File: src/rtl/audio_wavegen.sv
// Multi-mode audio waveform generator: phase accumulator drives a step counter
// that is shaped into saw, inverted saw, triangle or variable-duty square samples.
module audio_wavegen #(
  parameter int unsigned SAMPLE_W = 8,
  parameter int unsigned FREQ_W   = 16,
  parameter int unsigned ACC_W    = 19
) (
  input  logic                clk_i,
  input  logic                rst_i,
  input  logic [FREQ_W-1:0]   freq_i,
  input  logic [1:0]          mode_i,
  input  logic [SAMPLE_W-1:0] duty_i,
  input  logic                en_i,
  input  logic                sync_i,
  output logic [SAMPLE_W-1:0] sample_data_o,
  output logic                sample_tick_o,
  output logic                period_o
);

  typedef enum logic [1:0] {
    MODE_SAW     = 2'd0,
    MODE_INV_SAW = 2'd1,
    MODE_TRI     = 2'd2,
    MODE_SQUARE  = 2'd3
  } mode_t;

  if (ACC_W < FREQ_W + 1) begin : g_acc_w_check
    $error("audio_wavegen: ACC_W must be >= FREQ_W+1");
  end

  mode_t               mode;
  logic [ACC_W-1:0]    acc;
  logic [ACC_W-1:0]    inc;
  logic [ACC_W:0]      sum;
  logic [SAMPLE_W:0]   pos;
  logic [SAMPLE_W-1:0] lo;
  logic [SAMPLE_W-1:0] wave;
  logic                step;
  logic                wrap;
  logic                step_q;
  logic                wrap_q;

  always_comb begin
    mode = mode_t'(mode_i);
    lo   = pos[SAMPLE_W-1:0];
    // Triangle walks twice as many steps per period, so it advances at double rate
    inc  = ACC_W'(freq_i);
    if (mode == MODE_TRI) inc = ACC_W'({freq_i, 1'b0});
    sum  = {1'b0, acc} + {1'b0, inc};
    step = en_i & sum[ACC_W];
    wrap = (mode == MODE_TRI) ? (&pos) : (&lo);
    wave = '0;
    unique case (mode)
      MODE_SAW:     wave = lo;
      MODE_INV_SAW: wave = ~lo;
      MODE_TRI:     wave = pos[SAMPLE_W] ? ~lo : lo;
      MODE_SQUARE:  wave = (lo < duty_i) ? '1 : '0;
    endcase
  end

  // Strobes pass through step_q/wrap_q so they line up with the sample they announce
  always_ff @(posedge clk_i) begin
    if (rst_i) begin
      acc           <= '0;
      pos           <= '0;
      step_q        <= 1'b0;
      wrap_q        <= 1'b0;
      sample_data_o <= '0;
      sample_tick_o <= 1'b0;
      period_o      <= 1'b0;
    end else begin
      sample_data_o <= wave;
      sample_tick_o <= step_q;
      period_o      <= wrap_q;
      if (sync_i) begin
        acc    <= '0;
        pos    <= '0;
        step_q <= 1'b0;
        wrap_q <= 1'b0;
      end else begin
        step_q <= step;
        wrap_q <= step & wrap;
        if (en_i) acc <= sum[ACC_W-1:0];
        if (step) pos <= pos + (SAMPLE_W+1)'(1);
      end
    end
  end

endmodule

File: config.mk
export PLATFORM = sky130hd
export DESIGN_NAME = audio_wavegen
export DESIGN_NICKNAME = d
export VERILOG_FILES = /design/src/rtl/audio_wavegen.sv
export SDC_FILE = /design/constraint.sdc
export NUM_CORES = 1
export LEC_CHECK = 0
export ABC_AREA = 0
export CAP_MARGIN = 20
export CORE_AREA = 2 2 116 62
export DETAILED_ROUTE_END_ITERATION = 8
export DIE_AREA = 0 0 118 64
export GPL_TIMING_DRIVEN = 0
export HOLD_SLACK_MARGIN = 0.05
export PLACE_DENSITY = 0.78
export SLEW_MARGIN = 20
export SYNTH_ARGS = -nofsm -noshare
export SYNTH_HDL_FRONTEND = slang
export SYNTH_SLANG_ARGS = --single-unit
File: constraint.sdc
create_clock -name clk_i -period 4.1 [get_ports clk_i]
set_clock_uncertainty 0.2 [all_clocks]
set_input_delay 0.41 -clock clk_i [delete_from_list [all_inputs] [get_ports clk_i]]
set_output_delay 0.41 -clock clk_i [all_outputs]
set_load 0.05 [all_outputs]
==> results of run 1 <==
-- flip-flops by register name, summed over array words and instances (netlist names) --
| signal | count |
|---|---|
| acc | 19 |
| period_o | 1 |
| pos | 9 |
| sample_data_o | 8 |
| sample_tick_o | 1 |
| step_q | 1 |
| wrap_q | 1 |
-- stage by stage --
stage	hold WS [ns]	total power, W
2_1_floorplan	0.214	0.000574
3_3_place_gp	0.227	0.000644
3_5_place_dp	0.231	0.000651
4_1_cts	0.246	0.00111
5_1_grt	0.257	0.00115
6_report	0.247	0.00111
-- placed cells by master (no fill, tap or decap), types with 6 or more instances in the layout --
cell             count
dfxtp_1             40
clkdlybuf4s50_1     39
a21oi_1             35
nand2_1             29
ha_1                26
nor2_1              24
mux2_2              16
nand3_1             13
o21ai_0             13
inv_1               10
xor2_1              10
nor3_1               9
nor2b_1              8
o22a_1               8
a21o_1               8
a31oi_1              7
mux2i_1              7
clkbuf_1             6
o211ai_1             6
o31ai_1              6
-- final cells by class --
| type | count | area (µm²) | share of cell area [%] |
|---|---|---|---|
| Multi-Input combinational cell | 284 | 1980 | 55.7 |
| Clock inverter | 3 | 46.3 | 1.31 |
| Timing Repair Buffer | 39 | 390 | 11.0 |
| Tap cell | 92 | 115 | 3.25 |
| Inverter | 11 | 41.3 | 1.16 |
| Clock buffer | 5 | 125 | 3.53 |
| Buffer | 12 | 51.3 | 1.45 |
| Sequential cell | 40 | 801 | 22.6 |
-- where the power goes --
part	switching, W	leakage, nW	internal, W
sequential	0.00000619	0.326	0.000402
clock	0.000170	0.0804	0.000289
combinational	0.000134	1.02	0.000105
-- worst min path at each step --
stage                                to  slack (ns)
after floorplan                period_o        0.21
after global placement    sample_tick_o        0.23
after detailed placement  sample_tick_o        0.23
after CTS                 sample_tick_o        0.25
after global routing      sample_tick_o        0.26
final                     sample_tick_o        0.25
-- timing repair --
item                                    4_1_cts  5_1_grt
endpoints found under the setup margin       19        8
hold buffers                                  0        0
resized for setup                             1        2
-- cells by family after synthesis --
family | after synthesis | share of synthesized area (%)
adder cells (fa/ha/maj) | 27 | 12.0
AND/OR/NAND/NOR | 114 | 19.8
buffers and inverters | 24 | 3.23
multiplexers | 23 | 8.72
flip-flops | 40 | 27.9
XOR/XNOR | 15 | 4.58
AO/OA/AOI/OAI | 105 | 23.8
-- layer usage --
| layer | wire length (µm) | part of all wire (%) | vias to the layer above | track usage (%) |
|---|---|---|---|---|
| li1 | - | - | 1390 | - |
| met1 | 3900 | 51 | 1322 | 30.9 |
| met2 | 2990 | 39 | 132 | 28.9 |
| met3 | 749 | 9.8 | 2 | 5.18 |
| met4 | 17 | 0.22 | 0 | 3.46 |
| met5 | 0 | 0 | - | 0 |
-- worst max-delay path: cells and delay by family --
| family | cells | cell delay [ns] |
|---|---|---|
| adder cells (fa/ha/maj) | 1 | 0.37 |
| AO/OA/AOI/OAI | 6 | 1.35 |
| AND/OR/NAND/NOR | 1 | 0.18 |
| buffers and inverters | 3 | 1.16 |
| multiplexers | 1 | 0.38 |
==> impl_results.md, run 1 <==
- Reg-to-Reg End: pos[5]
- Post-route DRC violation count: 0
- Most frequent cell after synthesis: dfxtp_1
- CP max FO: 19
- Final TNS setup: 0 ns
- TritonRoute pass-1 iters: 7
- Yosys top cell area share: 27.9%
- I/O pins: 40
- RSZ-0062 raised after global routing: false
- Clk_lat worst skew: ~0.29 ns
- Avg Synthesized Cell Area: roughly 8.2 µm²
- Sequential area share after synthesis: between 20% and 30%
- Critical Path Start Type: input port
- Finished Cell Area: approximately 3500 µm²
- TritonCTS clock tree: yes
- Largest net degree at the start of global routing: 20
- Cell taking the most area after synthesis: dfxtp_1
- Period utilization: a little over nine tenths
- Clock Path Buffers: 2
- Worst R2R Start: acc[4]
- Reg clk slew, reported paths: roughly 0.060 ns
- Status: complete, no violations
- Die Wd: approximately 120 µm
- Gr usage total: 20.4%
- DP Area: 3380 µm²
- GRT Residual Overflow: 0
- Mapped Cells: approximately 350
- Crit path kind: in -> reg
- Antenna-violating nets left: 0
- Worst Hold Launch: step_q
- Pwr per Cell Area: slightly above 300 nW/µm²
- Max-Cap Viols: 0
- Cell Rows: 21
- Root Buffer Master: clkbuf_16
- Worst-margin pin slew: between 0.7 and 0.8 ns
- Worst EP arrival: between 3 and 4 ns
- Area Growth Syn to Fin: 23.6%
- CP peak stage delay: 0.55 ns
- FILL cells: 600
- CP required: 4.11 ns
- Num CTS Buffers: 5
- R2R setup slack: 1.50 ns
- First-pass GRT wire length: roughly 12 mm
- Vias in the first global route: about 2600
- Slew Limit Headroom: approximately 52%
- Gpl congestion: 0.929
- Post-Route WL: between 7 and 8 mm
- Area contributors post-synth: dfxtp_1 28%, ha_1 11%, mux2_2 6.3%, a21oi_1 6.1%, nand2_1 3.8%
- Core Util, Final: between 50% and 60%
- Non-Filler Instances: between 400 and 500
- Worst Reg2Reg Path Length in Cells: 8
- Antenna violations before repair: 0
- CP max-delay cell: clkdlybuf4s50_1
- Post-Place Cells: roughly 480
- Leakage: around 1.4 nW
- Fin. Hold Viols: 0
- Via count: ~2800
- Post-synthesis net count: between 400 and 500
- PnR worst setup slack: 0.240 ns
- Setup bufs post-CTS: 0
- Initial core utilization: between 40 and 50%
- Mapped cell area: about 2900 µm²
- Hold/Removal Path Class: reg -> reg
- Wire per inst: roughly 16 µm
- Synth cell count leaders: 40 x dfxtp_1, 35 x a21oi_1, 29 x nand2_1
- Synth Register Bits: 40
- Distinct cells, synth: between 40 and 50
- Crit path to: pos[5]
- Clk sinks: 40
- Max Fclk: 259 MHz
- Ys async rst share: 0%
- Synth Warn #: 0
- Synth Flop Type: dfxtp_1
- Buffers on Ports: 39
- CTS H-Tree Depth: 2
- NumNets Final: 450
- Worst path cell trace: clkdlybuf4s50_1 > nor2b_1 > clkbuf_4 > mux2_2 > ha_1 > a211oi_1 > o211ai_1 > a21oi_2 > o211a_1 > buf_2 > o31ai_1 > a21oi_1
- DP Worst Slack: -0.727 ns
- Vias per cell: roughly 6
- Core Area: around 6500 µm²
- Clock period minus worst slack: around 3.9 ns
- Layout cells sized above 1: between 7 and 8%
- EDFF count, synth: 0
- Die area: around 7600 µm²
- Worst setup EP type: flop
- Worst vdd ir: ~0.00015 V
- ANT cells: 0
- DP HPWL: between 5 and 6 mm
- Fin. max-slew vios: 0
- Hold Crit Depth: 1
- Final setup viols: 0
- Die span in y: 64 µm
- Initial DRC Count: 267
- Critical path launch point: mode_i[1]
Power figures use the tool's default switching activity.
==> run 2, diff against run 1 <==
--- a/config.mk
+++ b/config.mk
@@ -12,7 +12,7 @@
 export DIE_AREA = 0 0 118 64
 export GPL_TIMING_DRIVEN = 0
 export HOLD_SLACK_MARGIN = 0.05
-export PLACE_DENSITY = 0.78
+export PLACE_DENSITY = 0.67
 export SLEW_MARGIN = 20
 export SYNTH_ARGS = -nofsm -noshare
 export SYNTH_HDL_FRONTEND = slang
==> constraint.sdc (replaced) <==
create_clock -name clk_i -period 4.1 [get_ports clk_i]
set_clock_uncertainty 0.2 [all_clocks]
set_input_delay 0.82 -clock clk_i [delete_from_list [all_inputs] [get_ports clk_i]]
set_output_delay 0.82 -clock clk_i [all_outputs]
set_load 0.05 [all_outputs]
==> run 2 against run 1 <==
Compared with the run above: sequential share of layout area decreased by 0.59 points; clock power increased by 1%; setup slack got worse by 0.13 ns; critical endpoint is now pos[3]; routed wire length increased by 4.6%; critical path type unchanged.
==> impl_results.md, run 2 (synthesis gave the netlist of run 1 again) <==
- Reg-to-Reg End: acc[16]
- Vias per cell: 5.81 (-0.85%)
- Leakage: 1.46 nW (+2.0%)
- Pwr per Cell Area: 309 nW/µm² (-0.96%)
- Critical Path Start Type: input port
- Non-Filler Instances: 490 (+0.82%)
- Largest register FFs: 19 (unchanged)
- Antenna-violating nets left: 0 (unchanged)
- Core Area: 6490 µm² (unchanged)
- FF+latch area: 801 µm² (unchanged)
- Post-route DRC violation count: 0 (unchanged)
- CP required: 4.05 ns (-0.06 ns)
- Final setup viols: 0 (unchanged)
- GRT Residual Overflow: 0 (unchanged)
- Logic pwr share: 22.3% (+0.7 points)
- Core Util, Final: 56.1% (+1.5 points)
- ANT cells: 0 (unchanged)
- NumNets Final: 454 (+0.89%)
- Multi-input logic area: 2030 µm² (+2.6%)
- Max-Cap Viols: 0 (unchanged)
- Int Power: 0.000804 W (+0.92%)
- Max Fclk: 251 MHz (-3.1%)
- Clock period minus worst slack: 3.98 ns (+0.125 ns)
- Reg clk slew, reported paths: 0.06 ns (about the same)
- Slew Limit Headroom: 48.9% (-3.5 points)
- DP Area: 3380 µm² (unchanged)
- Fin. Hold Viols: 0 (unchanged)
- Die span in y: 64 µm (unchanged)
- Initial core utilization: 44.2% (unchanged)
- Initial DRC Count: 203 (-24%)
- Die Wd: 118 µm (unchanged)
- Largest net degree at the start of global routing: 15 (-25%)
- First-pass GRT wire length: 12.9 mm (+3.8%)
- Register share of total power: 36.3% (-0.6 points)
- Highest routed layer: met4
- Period utilization: 97.2% (+3.1 points)
- Metal-1 WL: 4.27 mm (+9.4%)
- CP max FO: 10 (-9)
- FILL cells: 618 (+3.0%)
- Most frequent cells in the layout: 40 x dfxtp_1, 39 x clkdlybuf4s50_1, 34 x a21oi_1
- Crit path kind: in -> reg
- CTS H-Tree Depth: 2 (unchanged)
- Commonest non-fill, non-tap cell in the layout: dfxtp_1
- Wire per inst: 16.4 µm (+3.7%)
- Metal3 WL: 784 µm (+4.7%)
- Clk sinks: 40 (unchanged)
- Gpl congestion: 0.948 (+2.1%)
- I/O pins: 40 (unchanged)
- Crit path to: pos[3]
- Post-Place Cells: 479 (unchanged)
- Largest regs: acc: 19 flops, pos: 9 flops, sample_data_o: 8 flops
- DP HPWL: 6.04 mm (+4.1%)
- Worst EP arrival: 3.94 ns (+0.07 ns)
- Via count: 2845 (-0.035%)
- Worst Hold Launch: step_q
- Clock Path Buffers: 2 (unchanged)
- Antenna violations before repair: 0 (unchanged)
- Fin. max-slew vios: 0 (unchanged)
- Clock share of power: 41.4% (about the same)
- Die area: 7550 µm² (unchanged)
- Area Growth Syn to Fin: 26.9%
- Met2 wire length: 2.89 mm (-3.5%)
- Clk_lat worst skew: 0.30 ns (about the same)
- R2R setup slack: 1.63 ns (+0.13 ns)
- Post-Route WL: 8.01 mm (+4.6%)
- Status: complete, no violations
- TritonCTS clock tree: yes
- Worst-margin pin slew: 0.764 ns (+0.0519 ns)
- Gr usage total: 21.7% (+1.3 points)
- Largest reg by FF count: acc
- TritonRoute pass-1 iters: 5 (-2)
- Sw frac: 28.6% (+0.55 points)
- Worst Reg2Reg Path Length in Cells: 8 (unchanged)
- Critical path launch point: mode_i[1]
- Worst vdd ir: 0.000236 V (+54%)
- Finished Cell Area: 3640 µm² (+2.7%)
- P_sw: 0.000321 W (+3.7%)
- Hold/Removal Path Class: reg -> reg
- Worst setup EP type: flop
- Cell Rows: 21 (unchanged)
- Layout cells sized above 1: 11.1% (+3.2 points)
- Root Buffer Master: clkbuf_16
- Vias in the first global route: 2520 (-1.4%)
- Worst R2R Start: acc[0]
- Num CTS Buffers: 5 (unchanged)
- Buffers on Ports: 39 (unchanged)
-- run 2: timing repair --
action,CTS,global route
hold buffers,0,0
buffers inserted,2,1
endpoints found under the setup margin,27,20
endpoints found under the hold margin,0,0
gates resized for setup,7,14
pin swaps,1,1
-- run 2: layer usage --
metal  vias to the layer above  track usage, %
met5                         -               0
met4                         0            6.17
met3                         7            5.09
met2                       133            27.0
met1                      1314            35.0
li1                       1391               -
-- run 2: cell type report --
class / count / share of cell area [%]
Inverter: 11 / 1.13
Clock buffer: 5 / 3.44
Sequential cell: 40 / 22.0
Timing Repair Buffer: 42 / 11.3
Tap cell: 92 / 3.16
Multi-Input combinational cell: 284 / 55.7
Clock inverter: 3 / 1.27
Buffer: 13 / 1.99
-- run 2: stage by stage --
stage	setup TNS (ns)	hold slack [ns]	setup WS (ns)	power (W)
6_report	0	0.241	0.115	0.00113
5_1_grt	-0.00653	0.255	-0.00653	0.00117
4_1_cts	-0.00226	0.244	-0.00226	0.00112
3_5_place_dp	-23.45	0.228	-1.13	0.000652
3_3_place_gp	-22.82	0.229	-1.09	0.000647
2_1_floorplan	0	0.214	0.277	0.000574
-- run 2: power by group through the flow --
| stage | Clock (W) | Sequential [W] | Combinational (W) |
|---|---|---|---|
| after detailed placement | 0 | 0.000417 | 0.000235 |
| after CTS | 0.000471 | 0.000408 | 0.000240 |
| after global placement | 0 | 0.000416 | 0.000231 |
| after global routing | 0.000487 | 0.000410 | 0.000272 |
| after floorplan | 0 | 0.000433 | 0.000140 |
| final | 0.000465 | 0.000409 | 0.000251 |
-- run 2: worst min-delay path by stage --
stage                     depth (start not counted)  slack (ns)       endpoint
final                                             1        0.24  sample_tick_o
after detailed placement                          1        0.23  sample_tick_o
after floorplan                                   1        0.21       period_o
after global placement                            1        0.23  sample_tick_o
after global routing                              1        0.26  sample_tick_o
after CTS                                         1        0.24  sample_tick_o
-- run 2: critical path: stages --
cell and delay (ns):
clkdlybuf4s50_1 0.56, nor2b_2 0.20, buf_6 0.19, buf_8 0.17
mux2_2 0.34, ha_2 0.39, o21a_1 0.16, o211a_1 0.20
nand2_1 0.10, o211a_4 0.26, buf_4 0.18, o31ai_1 0.24
a21oi_1 0.10
